**src/rtl/vga_timing_gen.sv**
```systemverilog
// 640x480@60 VGA pixel timing: line/frame counters, sync/blank decode, GBA-window coordinates, frame tick/count.
// Define VGA_PREFETCH_EN to register hs/vs/blank/frame_clk one clock behind DrawX/DrawY.
module vga_timing_gen #(
  parameter int H_VISIBLE = 640,
  parameter int H_FP      = 16,
  parameter int H_SYNC    = 96,
  parameter int H_BP      = 48,
  parameter int V_VISIBLE = 480,
  parameter int V_FP      = 10,
  parameter int V_SYNC    = 2,
  parameter int V_BP      = 33,
  parameter int WIN_X0    = 80,
  parameter int WIN_Y0    = 80,
  parameter int WIN_W     = 480,
  parameter int WIN_H     = 320
) (
  input  logic        vga_clk,
  input  logic        Reset,
  output logic        hs,
  output logic        vs,
  output logic        blank,
  output logic [9:0]  DrawX,
  output logic [9:0]  DrawY,
  output logic        win_on,
  output logic [8:0]  WinX,
  output logic [8:0]  WinY,
  output logic        frame_clk,
  output logic        frame_tick,
  output logic [15:0] frame_count
);

  localparam int H_TOTAL = H_VISIBLE + H_FP + H_SYNC + H_BP;
  localparam int V_TOTAL = V_VISIBLE + V_FP + V_SYNC + V_BP;

  localparam logic [9:0] H_LAST   = 10'(H_TOTAL - 1);
  localparam logic [9:0] V_LAST   = 10'(V_TOTAL - 1);
  localparam logic [9:0] H_VIS    = 10'(H_VISIBLE);
  localparam logic [9:0] V_VIS    = 10'(V_VISIBLE);
  localparam logic [9:0] HS_START = 10'(H_VISIBLE + H_FP);
  localparam logic [9:0] HS_STOP  = 10'(H_VISIBLE + H_FP + H_SYNC);
  localparam logic [9:0] VS_START = 10'(V_VISIBLE + V_FP);
  localparam logic [9:0] VS_STOP  = 10'(V_VISIBLE + V_FP + V_SYNC);
  localparam logic [9:0] WX_START = 10'(WIN_X0);
  localparam logic [9:0] WX_STOP  = 10'(WIN_X0 + WIN_W);
  localparam logic [9:0] WY_START = 10'(WIN_Y0);
  localparam logic [9:0] WY_STOP  = 10'(WIN_Y0 + WIN_H);

  logic [9:0]  hc;
  logic [9:0]  vc;
  logic [15:0] frame_cnt_q;
  logic        h_end;
  logic        v_end;
  logic        hs_d;
  logic        vs_d;
  logic        blank_d;
  logic        tick_d;

  assign h_end = (hc == H_LAST);
  assign v_end = (vc == V_LAST);

  // vc only advances on the last clock of a line, so (last,last) wraps to (0,0) in one edge
  always_ff @(posedge vga_clk or posedge Reset) begin
    if (Reset) begin
      hc <= '0;
      vc <= '0;
    end else begin
      if (h_end) begin
        hc <= '0;
        if (v_end) vc <= '0;
        else       vc <= vc + 10'd1;
      end else begin
        hc <= hc + 10'd1;
      end
    end
  end

  assign DrawX = hc;
  assign DrawY = vc;

  assign hs_d    = !((hc >= HS_START) && (hc < HS_STOP));
  assign vs_d    = !((vc >= VS_START) && (vc < VS_STOP));
  assign blank_d = (hc < H_VIS) && (vc < V_VIS);

  assign win_on = (hc >= WX_START) && (hc < WX_STOP) &&
                  (vc >= WY_START) && (vc < WY_STOP);
  assign WinX   = win_on ? 9'(hc - WX_START) : '0;
  assign WinY   = win_on ? 9'(vc - WY_START) : '0;

  // First blanking clock of the frame: start of the first line below the visible area
  assign tick_d     = (hc == '0) && (vc == V_VIS);
  assign frame_tick = tick_d;

  always_ff @(posedge vga_clk or posedge Reset) begin
    if (Reset) begin
      frame_cnt_q <= '0;
    end else if (tick_d) begin
      frame_cnt_q <= frame_cnt_q + 16'd1;
    end
  end

  assign frame_count = frame_cnt_q;

`ifdef VGA_PREFETCH_EN
  logic hs_q;
  logic vs_q;
  logic blank_q;
  logic frame_clk_q;

  // Sync/blank lag DrawX by one clock to line up with a registered RGB lookup downstream
  always_ff @(posedge vga_clk or posedge Reset) begin
    if (Reset) begin
      hs_q        <= 1'b1;
      vs_q        <= 1'b1;
      blank_q     <= 1'b0;
      frame_clk_q <= 1'b1;
    end else begin
      hs_q        <= hs_d;
      vs_q        <= vs_d;
      blank_q     <= blank_d;
      frame_clk_q <= vs_d;
    end
  end

  assign hs        = hs_q;
  assign vs        = vs_q;
  assign blank     = blank_q;
  assign frame_clk = frame_clk_q;
`else
  assign hs        = hs_d;
  assign vs        = vs_d;
  assign blank     = blank_d;
  assign frame_clk = vs_d;
`endif

endmodule
```
**config.mk**
```make
export PLATFORM = sky130hd
export DESIGN_NAME = vga_timing_gen
export DESIGN_NICKNAME = d
export VERILOG_FILES = /design/src/rtl/vga_timing_gen.sv
export SDC_FILE = /design/constraint.sdc
export NUM_CORES = 1
export LEC_CHECK = 0
export BUFFER_PORTS_ARGS = -buffer_cell sky130_fd_sc_hd__buf_2
export CAP_MARGIN = 10
export CORE_MARGIN = 2
export CORE_UTILIZATION = 50
export CTS_CLUSTER_DIAMETER = 150
export CTS_CLUSTER_SIZE = 30
export DETAILED_ROUTE_END_ITERATION = 12
export HOLD_SLACK_MARGIN = 0.05
export PLACE_DENSITY = 0.79
export SYNTH_ARGS = -nofsm -noshare
export SYNTH_HDL_FRONTEND = slang
export SYNTH_SLANG_ARGS = --single-unit
```
**constraint.sdc**
```tcl
create_clock -name vga_clk -period 5.2 [get_ports vga_clk]
set_input_delay 0.26 -clock vga_clk [delete_from_list [all_inputs] [get_ports vga_clk]]
set_output_delay 0.26 -clock vga_clk [all_outputs]
set_load 0.005 [all_outputs]
```
==> metrics <==
Detailed Place HPWL=3810 microns; Worst-path clk slew=0.07 ns; fmax=377 MHz; dominant cell type by area after synthesis=dfrtp_1; Max-slew headroom=60.6%; #FFs+latches synth=36; Vias=1,967; Post-synth ARST share=100%; Area contributors post-synth=dfrtp_1 37%, ha_1 7.8%, xor2_1 5.1%, xnor2_1 4.7%, nor4_2 4.2%; Final Max Slew Viols=0; VDD IR-drop max=0.0820 mV; Mapped Nets=264; CTS Hold Buffers Added=0; DRT iter0 DRCs=68; sequential fraction of the synthesis area=37.4%; critical path class=flop to output port; Worst-Margin Slew=0.587 ns; Setup Buffers After CTS=0; total global routing overflow=0; Final ANT Viol Nets=0; CP Max Fanout=11; row count=25; Critical-path top delay cell=nand4b_1; # diodes=0; Port Buffers=61; top_reg_cell synth=dfrtp_1; worst path cell trace=inv_1 > ha_1 > and4bb_1 > nand4b_1 > nor2_1 > buf_2; final setup violation count=0; fin nets=321; Final Hold Viols=0; Mapped Cells=247; initial antenna violation count=0; CTS resizes=0; RR Startpoint=DrawY[4]; Syn Area/Cell=9.75 sq um; Die Span Y=73.4 microns; CP startpoint kind=flop; CTS sink count=36; Mapped Area=2410 sq um; Required @ worst endpoint=4.94 ns; pin count of the biggest net entering global routing=37; leakage power=1.41 nW; worst r2r dst=frame_count[1]; IO Pins=62; Critical Path Sink Type=output port; full die area=5390 sq um; status=completed; CTS buffer count=5; Avg WL per Cell=14.5 microns; most common cell in the netlist=dfrtp_1; Max Cap Viol=0; Clock Tree Root=clkbuf_8; Commonest cells post-synth=36 x dfrtp_1, 18 x nor2_1, 16 x nand2_1; RD Place Congestion=0.801; first-pass GRT wire length=8760 microns; clk_skew=0.00463 ns; Residual DRC=0; via/cell ratio=5.48; Initial Utilization=51.3%; Routed WL=5200 microns; area grow syn2layout=16.3%; clk_lat worst skew=0.29 ns; max incr delay on CP=0.48 ns; final worst-path cycle share=51.0%; Synth Warn #=0; class of the worst hold path=input pin to asynchronous set/reset pin; number of synthesized flops with an enable pin=0; final setup TNS=0 ns; top-area cell type share of the netlist area=37.4%; htree depth=2; FILL cells=438; Tot GR Track Use=20.8%; R2R setup slack=2.80 ns; RSZ-0062 raised after global routing=no; core box area=4690 sq um; DP Worst Slack=2.80 ns; Setup WS post-layout=2.55 ns; Die W=73.4 microns; layout cells sized above 1=31.8%; vias in the first global route=1,871; deepest clock path buffer count=2; number of library cell types mapped by synthesis=50; first drt pass iteration count=4; cells on worst reg2reg path=6; total chip power=0.000493 W; Tmin final=2.65 ns; power density over the cells=176 nW/um^2; TritonCTS clock tree=done; Worst Path Arrival=2.39 ns
==> cell families after synthesis <==
group / synth area share (%)
XOR/XNOR: 9.82
multiplexers: 1.35
AND/OR/NAND/NOR: 32.1
buffers and inverters: 5.30
adder cells (fa/ha/maj): 7.80
flip-flops: 37.4
AO/OA/AOI/OAI: 6.19
==> sequential cells by signal (all words and copies together) (netlist names) <==
name,flops
DrawY,10
frame_count,16
DrawX,10
==> layer usage <==
| layer | up-vias | share of wire, % | track usage (%) |
|---|---|---|---|
| met5 | - | 0 | 0 |
| met4 | 0 | 1.6 | 7.07 |
| met3 | 8 | 4.8 | 4.39 |
| met2 | 50 | 47 | 34.2 |
| met1 | 940 | 46 | 27.2 |
| li1 | 969 | - | - |
==> per-stage QoR <==
stage	util [%]	cells	hold WS (ns)	cell area (sq um)
2_1_floorplan	-	247	0.427	2410
3_3_place_gp	57.7	351	0.390	2710
3_5_place_dp	57.7	351	0.395	2710
4_1_cts	59.7	359	0.0846	2800
5_1_grt	59.7	359	0.102	2800
6_report	59.7	359	0.0725	2800
==> area by class of cell <==
cell class / instances / area, sq um / area share [%]
multi-input cells: 186 / 1380 / 49.3
flip-flops and latches: 36 / 901 / 32.2
repair buffers: 62 / 313 / 11.2
clock buffers: 8 / 90.1 / 3.22
well taps: 54 / 67.6 / 2.41
inverters: 13 / 48.8 / 1.74
==> worst max-delay path by stage <==
stage	cells after the start	end	startpoint	slack, ns
5_1_grt	6	frame_tick	DrawY[4]	2.32
4_1_cts	6	frame_tick	DrawY[4]	2.52
3_3_place_gp	6	frame_count[1]	DrawY[4]	2.86
2_1_floorplan	6	DrawY[8]	DrawX[5]	3.17
6_report	6	frame_tick	DrawY[4]	2.55
3_5_place_dp	6	frame_count[1]	DrawY[4]	2.80
==> report_power, final <==
part	total [W]	switching (W)	internal [W]
Sequential	0.000280	0	0.000280
Clock	0.000206	0.0000983	0.000108
Combinational	0.00000636	0.00000554	0.000000816
==> worst max-delay path: cells and delay by family (launching register included) <==
family                     cells  cell delay [ns]
adders and majority gates      1             0.17
buffers and inverters          2             0.39
and+or+nand+nor                3             1.10
DFF                            1             0.43
==> cells in the final DEF, fill, tap and decap left out, types with 2 or more instances in the layout <==
master    count
nand4b_1      3
nor2_2       10
buf_2        61
or3_1         2
nor4_2        8
xor2_1       14
a21oi_1       2
nand4_1       8
nand2_1      16
inv_1        12
ha_1         15
nand3_1      15
clkbuf_8      6
clkbuf_1      2
o21ai_0      10
and2_1        6
nor2b_1       5
xnor2_1      13
nor2_1       18
mux2_2        2
nor3_1        8
nor4bb_1      3
nand2b_1      2
dfrtp_1      36
and4bb_1      2
and3_1        2
No activity file was read; power rests on OpenSTA's default activity.
